--- src/rtl/temp_frame_tx.sv ---
// rtl/temp_frame_tx.sv - telemetry byte framer feeding the UART tx handshake (optional THRESH_ECHO_EN)
module temp_frame_tx #(
    parameter logic [7:0]  HEADER      = 8'hA5,
    parameter int unsigned ACK_TIMEOUT = 16
) (
    input  logic       clk,
    input  logic       rst_n,
    input  logic       en,
    input  logic       sample_valid,
    input  logic [7:0] sample,
    input  logic       temp_warn,
`ifdef THRESH_ECHO_EN
    input  logic [7:0] temp_high,
    input  logic [7:0] temp_low,
`endif
    input  logic       tx_busy,
    output logic       tx_start,
    output logic [7:0] tx_data,
    output logic       frame_busy,
    output logic [7:0] drop_count,
    output logic       timeout_err
);

`ifdef THRESH_ECHO_EN
    localparam int NBYTES = 7;
`else
    localparam int NBYTES = 5;
`endif
    localparam int IDX_W = 3;
    localparam int TO_W  = $clog2(ACK_TIMEOUT + 1);
    localparam logic [IDX_W-1:0] IDX_LAST = IDX_W'(NBYTES - 1);
    localparam logic [TO_W-1:0]  TO_LAST  = TO_W'(ACK_TIMEOUT - 1);

    typedef enum logic [2:0] {
        S_IDLE,
        S_LOAD,
        S_SEND,
        S_WAIT_BUSY,
        S_WAIT_IDLE,
        S_DONE
    } state_t;

    state_t           state;
    state_t           state_nxt;
    logic [IDX_W-1:0] idx;
    logic [TO_W-1:0]  to_cnt;
    logic [7:0]       seq;
    logic             pend_full;
    logic [7:0]       pend_data;
    logic [7:0]       f_sample;
    logic [7:0]       f_flags;
    logic [7:0]       f_chk;
    logic             drop_flag;
    logic             abort_flag;
    logic             timeout_hit;
    logic             last_byte;
    logic             drop_event;
    logic [7:0]       flags_load;
    logic [7:0]       chk_load;
    logic [7:0]       cur_byte;
`ifdef THRESH_ECHO_EN
    logic [7:0]       f_high;
    logic [7:0]       f_low;
`endif

    // A sample landing on a full buffer is a drop; in LOAD the buffer is being
    // drained into the frame registers, so it counts as empty there.
    assign drop_event = en && sample_valid && pend_full && (state != S_LOAD);

    // Flags and checksum for the frame being loaded, built from the buffered sample.
    always_comb begin
        flags_load = {5'b0, abort_flag, drop_flag, temp_warn};
        chk_load   = HEADER ^ seq ^ pend_data ^ flags_load;
`ifdef THRESH_ECHO_EN
        chk_load   = chk_load ^ temp_high ^ temp_low;
`endif
    end

    // State register.
    always_ff @(posedge clk or negedge rst_n) begin
        if (!rst_n) begin
            state <= S_IDLE;
        end else begin
            state <= state_nxt;
        end
    end

    // Next-state logic and the handshake outputs decoded from the state.
    always_comb begin
        state_nxt   = state;
        tx_start    = 1'b0;
        frame_busy  = 1'b0;
        timeout_hit = 1'b0;
        last_byte   = (idx == IDX_LAST);
        case (state)
            S_IDLE: begin
                if (en && (pend_full || sample_valid)) begin
                    state_nxt = S_LOAD;
                end
            end
            S_LOAD: begin
                frame_busy = 1'b1;
                state_nxt  = S_SEND;
            end
            S_SEND: begin
                frame_busy = 1'b1;
                if (!tx_busy) begin
                    tx_start  = 1'b1;
                    state_nxt = S_WAIT_BUSY;
                end
            end
            S_WAIT_BUSY: begin
                frame_busy = 1'b1;
                if (tx_busy) begin
                    state_nxt = S_WAIT_IDLE;
                end else if (to_cnt == TO_LAST) begin
                    timeout_hit = 1'b1;
                    state_nxt   = S_IDLE;
                end
            end
            S_WAIT_IDLE: begin
                frame_busy = 1'b1;
                if (!tx_busy) begin
                    state_nxt = last_byte ? S_DONE : S_SEND;
                end
            end
            S_DONE: begin
                state_nxt = S_IDLE;
            end
            default: begin
                state_nxt = S_IDLE;
            end
        endcase
    end

    // Byte select for the current frame position; tx_data is zero outside the start pulse.
    always_comb begin
        cur_byte = 8'h00;
        case (idx)
            3'd0: cur_byte = HEADER;
            3'd1: cur_byte = seq;      // seq only moves in DONE, so it is stable for the whole frame
            3'd2: cur_byte = f_sample;
            3'd3: cur_byte = f_flags;
`ifdef THRESH_ECHO_EN
            3'd4: cur_byte = f_high;
            3'd5: cur_byte = f_low;
            3'd6: cur_byte = f_chk;
`else
            3'd4: cur_byte = f_chk;
`endif
            default: cur_byte = 8'h00;
        endcase
        tx_data = tx_start ? cur_byte : 8'h00;
    end

    // Byte index and ack-timeout counter.
    always_ff @(posedge clk or negedge rst_n) begin
        if (!rst_n) begin
            idx    <= '0;
            to_cnt <= '0;
        end else begin
            if (state == S_LOAD) begin
                idx <= '0;
            end else if ((state == S_WAIT_IDLE) && !tx_busy && !last_byte) begin
                idx <= idx + 1'b1;
            end
            to_cnt <= (state == S_WAIT_BUSY) ? to_cnt + 1'b1 : '0;
        end
    end

    // One-entry holding buffer; disabling the framer flushes it.
    always_ff @(posedge clk or negedge rst_n) begin
        if (!rst_n) begin
            pend_full <= 1'b0;
            pend_data <= 8'h00;
        end else begin
            if (!en) begin
                pend_full <= 1'b0;
            end else if (sample_valid) begin
                pend_full <= 1'b1;
                pend_data <= sample;
            end else if (state == S_LOAD) begin
                pend_full <= 1'b0;
            end
        end
    end

    // Drop accounting: saturating counter plus a per-frame flag cleared at LOAD.
    always_ff @(posedge clk or negedge rst_n) begin
        if (!rst_n) begin
            drop_count <= 8'h00;
            drop_flag  <= 1'b0;
        end else begin
            if (drop_event) begin
                drop_flag <= 1'b1;
                if (drop_count != 8'hFF) begin
                    drop_count <= drop_count + 8'd1;
                end
            end else if (state == S_LOAD) begin
                drop_flag <= 1'b0;
            end
        end
    end

    // Frame capture at LOAD, abort bookkeeping, and sequence advance at DONE.
    always_ff @(posedge clk or negedge rst_n) begin
        if (!rst_n) begin
            f_sample    <= 8'h00;
            f_flags     <= 8'h00;
            f_chk       <= 8'h00;
            abort_flag  <= 1'b0;
            timeout_err <= 1'b0;
            seq         <= 8'h00;
`ifdef THRESH_ECHO_EN
            f_high      <= 8'h00;
            f_low       <= 8'h00;
`endif
        end else begin
            if (state == S_LOAD) begin
                f_sample   <= pend_data;
                f_flags    <= flags_load;
                f_chk      <= chk_load;
                abort_flag <= 1'b0;
`ifdef THRESH_ECHO_EN
                f_high     <= temp_high;
                f_low      <= temp_low;
`endif
            end
            if (timeout_hit) begin
                abort_flag  <= 1'b1;
                timeout_err <= 1'b1;
            end
            if (state == S_DONE) begin
                seq <= seq + 8'd1;
            end
        end
    end

endmodule

--- config.mk ---
export PLATFORM = sky130hd
export DESIGN_NAME = temp_frame_tx
export DESIGN_NICKNAME = d
export VERILOG_FILES = /design/src/rtl/temp_frame_tx.sv
export SDC_FILE = /design/constraint.sdc
export NUM_CORES = 1
export LEC_CHECK = 0
export CELL_PAD_IN_SITES_DETAIL_PLACEMENT = 0
export CELL_PAD_IN_SITES_GLOBAL_PLACEMENT = 1
export CORE_ASPECT_RATIO = 0.8
export CORE_MARGIN = 2
export CORE_UTILIZATION = 35
export CTS_BUF_LIST = sky130_fd_sc_hd__clkbuf_2
export DETAILED_ROUTE_END_ITERATION = 8
export PLACE_DENSITY_LB_ADDON = 0.1
export SETUP_SLACK_MARGIN = 0.02
export SYNTH_ARGS = -nofsm -noshare
export SYNTH_HDL_FRONTEND = slang
export SYNTH_SLANG_ARGS = --single-unit
--- constraint.sdc ---
create_clock -name clk -period 1.83 [get_ports clk]
set_clock_uncertainty 0.15 [all_clocks]
set_input_delay 0.4575 -clock clk [delete_from_list [all_inputs] [get_ports clk]]
set_output_delay 0.4575 -clock clk [all_outputs]
set_load 0.005 [all_outputs]
==> impl_metrics.toml <==
[power]
swShare_pct = 36.5
pwr-share-comb_pct = 48.5
switchingPower_mw = 1.93
clkPwrFrac_pct = 15.4
seq_power_share_pct = 36.1
p_per_area_mw_per_mm2 = 1240
ir_drop_mv = 0.645
p_leak_nw = 1.97
intPower_mw = 3.36

[global_routing]
first_global_vias = 2475
grt_pass1_wl_um = 12500
grt_overflow = 0
busiest_layer = "met2"
met2_usage_pct = 29.1
grt_use_total_pct = 18.2
grtUsageMet3_pct = 5.36
met1_usage_pct = 23.8
antenna_found_initial = 0
grt_max_degree = 37

[timing]
setup_ws_ps = -852
period_minus_slack_ps = 2680
finalHoldViolations = 0
tightest_slew_ps = 316
max_slew_margin_pct = 78.9
rsz0062_at_grt = "true"
drv_slew = 0
setup_violations = 25
final.period_utilization_pct = 147
fmax_mhz = 373

[synth]
synth_seq_cells = 58
muxShareOfSynthArea_pct = 5.63
synth_cell_types = 45
synthDominantCellAreaShare_pct = 51.0
yosysWarnings = 0
synthTopCellsByArea = "dfrtp_1 (51%), nand2_1 (7.3%), xnor2_1 (4.9%)"
syn_inst = 284
async_reset_ff_share_pct = 100
synth_top_family_by_area = "simple AND/OR/NAND/NOR gates"
synthXorXnorAreaFrac_pct = 7.08
synth_area_leader_cell = "dfrtp_1"
syn_nets = 307
synth-edff-count = 0
yosys.area_share.adder_pct = 3.96
syn_avg_cell_area_um2 = 10.0
yosysSeqAreaShare_pct = 51.0
synth_top_flop_cell = "dfrtp_1"
yosysMostFrequentCell = "dfrtp_1"
synth_commonest_cells = "dfrtp_1 (58), nand2_1 (55), nor2_1 (27)"
synth_compound_area_share_pct = 9.81
synthSimpleGateAreaFrac_pct = 18.7
syn-cell-area_mm2 = 0.00285

[placement]
place_inst = 449
dp.final_hpwl_um = 4760
post-place-ws_ps = -953
port_buffers = 32
finalWeightedCongestion = 0.792
dpl_cell_area_mm2 = 0.00357

[die]
die_x_um = 105
core_mm2 = 0.00791
start_util_pct = 36.0
rows = 29
die_h_um = 84.6
dieArea_mm2 = 0.00887
ios = 33

[detailed_routing]
drt-initial-drc-count = 106
ant_nets = 0
wirelength_um = 7850
dr.pass1.iters = 4
wire_per_inst_um = 15.7
via_count = 2364
drc = 0
vias_per_cell = 4.73

[finish]
antenna_cells = 0
postLayoutCellArea_mm2 = 0.00425
layout-drive-gt1-share_pct = 40.8
syn_to_final_growth_pct = 49.5
layoutNonFillerInstCount = 500
post-route-util_pct = 53.8
nNetsFinal = 410

[critical_path]
crit_path_max_incr_delay_ps = 490
critPathBufInv = 5
end_kind = "output pin"
worstPathRequired_ps = 1220
path_class = "flop to output pin"
crit_family = "buffers and inverters"
startpoint_type = "flop"
crit_chain = "inv_4, buf_12, ha_4, buf_4, o21ai_4, buf_6, nor2_1, dlygate4sd2_1"
worstPathMaxFanout = 5
critPathSlowestCell = "dfrtp_2"
arrival_ps = 2070

[clocking]
htreeDepth = 3
clk_pin_slew_ps = 180
cts_tree = "built"
insertion_delay_ps = 480
cts_inserted_buffers = 9
cts_sinks = 58
cts-root-buf = "clkbuf_2"
clockBufferDepth = 2

[status]
failed_checks = "setup timing"
status = "finished, violations left"

[worst_hold_path]
min_path_type = "primary input to asynchronous set/reset pin"

[job]
max_cap_violations = 0
## what timing repair did
item                                   4_1_cts  5_1_grt
hold buffers                                 1        0
cloned                                       0        2
gates resized for setup                    105       48
endpoints found under the hold margin       51        0
pin swaps                                   23       16
buffers inserted                            25        9
setup endpoints to repair                   27       52
## worst paths after layout
check                                from       endpoint  slack, ps  cells after the start
worst max-delay path               idx[0]     tx_data[4]       -850                      8
worst min-delay path                rst_n         idx[2]        220                      2
worst max register to register   state[0]  drop_count[5]       -310                      8
worst min register to register  to_cnt[0]      to_cnt[0]        320                      1
max in group asynchronous           rst_n       state[1]        810                      3
min in group clk                to_cnt[0]      to_cnt[0]        320                      1
## sequential cells by signal, summed over array words and instances, names as in the netlist
signal	count
drop_flag	1
pend_data	8
pend_full	1
seq	8
f_chk	8
drop_count	8
timeout_err	1
f_flags	3
f_sample	8
abort_flag	1
state	3
to_cnt	5
idx	3
## worst reg2reg max path, delay by kind of cell, from the launching register on
family | cells | cell delay [ps]
AND/OR/NAND/NOR | 3 | 560
buffers and inverters | 4 | 510
flip-flops | 1 | 470
multiplexers | 1 | 340
## per-layer routing
layer | vias up | share of wire [%]
li1 | 1168 | -
met1 | 1142 | 48
met2 | 43 | 47
met3 | 11 | 3.8
met4 | 0 | 1.3
met5 | - | 0
## area by class of cell
cell class,instances,area [µm²]
fill,746,3660
clock inverter,7,60.1
timing repair buffer,106,991
multi-input combinational,203,1530
clock buffer,9,45.0
inverter,9,36.3
sequential,58,1450
tap,108,135
## cell families after synthesis
kind of cell,after synthesis
xor gates and xnor gates,23
buffers and inverters,23
DFF,58
muxes,14
and+or+nand+nor,112
adders and majority gates,9
AOI/OAI and AO/OA,45
## metrics by stage
step | setup TNS (ps) | power, mW | hold slack [ps]
final | -8880 | 5.29 | 221
after global routing | -11390 | 5.66 | 185
after CTS | -7790 | 4.87 | 196
after detailed placement | -13090 | 3.61 | 219
after global placement | -12540 | 3.59 | 221
after floorplan | -291 | 2.88 | 11.9
## placed cells by master (no fill, tap or decap), drive strengths merged, types with 3 or more instances in the layout
| master | count |
|---|---|
| clkdlybuf4s50 | 12 |
| nor2 | 27 |
| a22oi | 3 |
| clkbuf | 14 |
| xnor2 | 16 |
| nand2 | 55 |
| mux2 | 13 |
| a31oi | 4 |
| xor2 | 7 |
| dfrtp | 58 |
| o21ai | 14 |
| nand4 | 4 |
| nand3 | 8 |
| clkinv | 6 |
| ha | 9 |
| clkdlybuf4s15 | 3 |
| buf | 84 |
| a22o | 5 |
| a21oi | 13 |
| inv | 8 |
## power by group through the flow
| stage | sequential [mW] | clock [mW] | combinational (mW) |
|---|---|---|---|
| finish | 1.91 | 0.814 | 2.57 |
| global route | 1.96 | 0.907 | 2.80 |
| CTS | 1.90 | 0.849 | 2.12 |
| detailed placement | 1.92 | 0 | 1.69 |
| global placement | 1.92 | 0 | 1.67 |
| floorplan | 1.88 | 0 | 0.997 |
No activity file was read; power rests on OpenSTA's default activity.
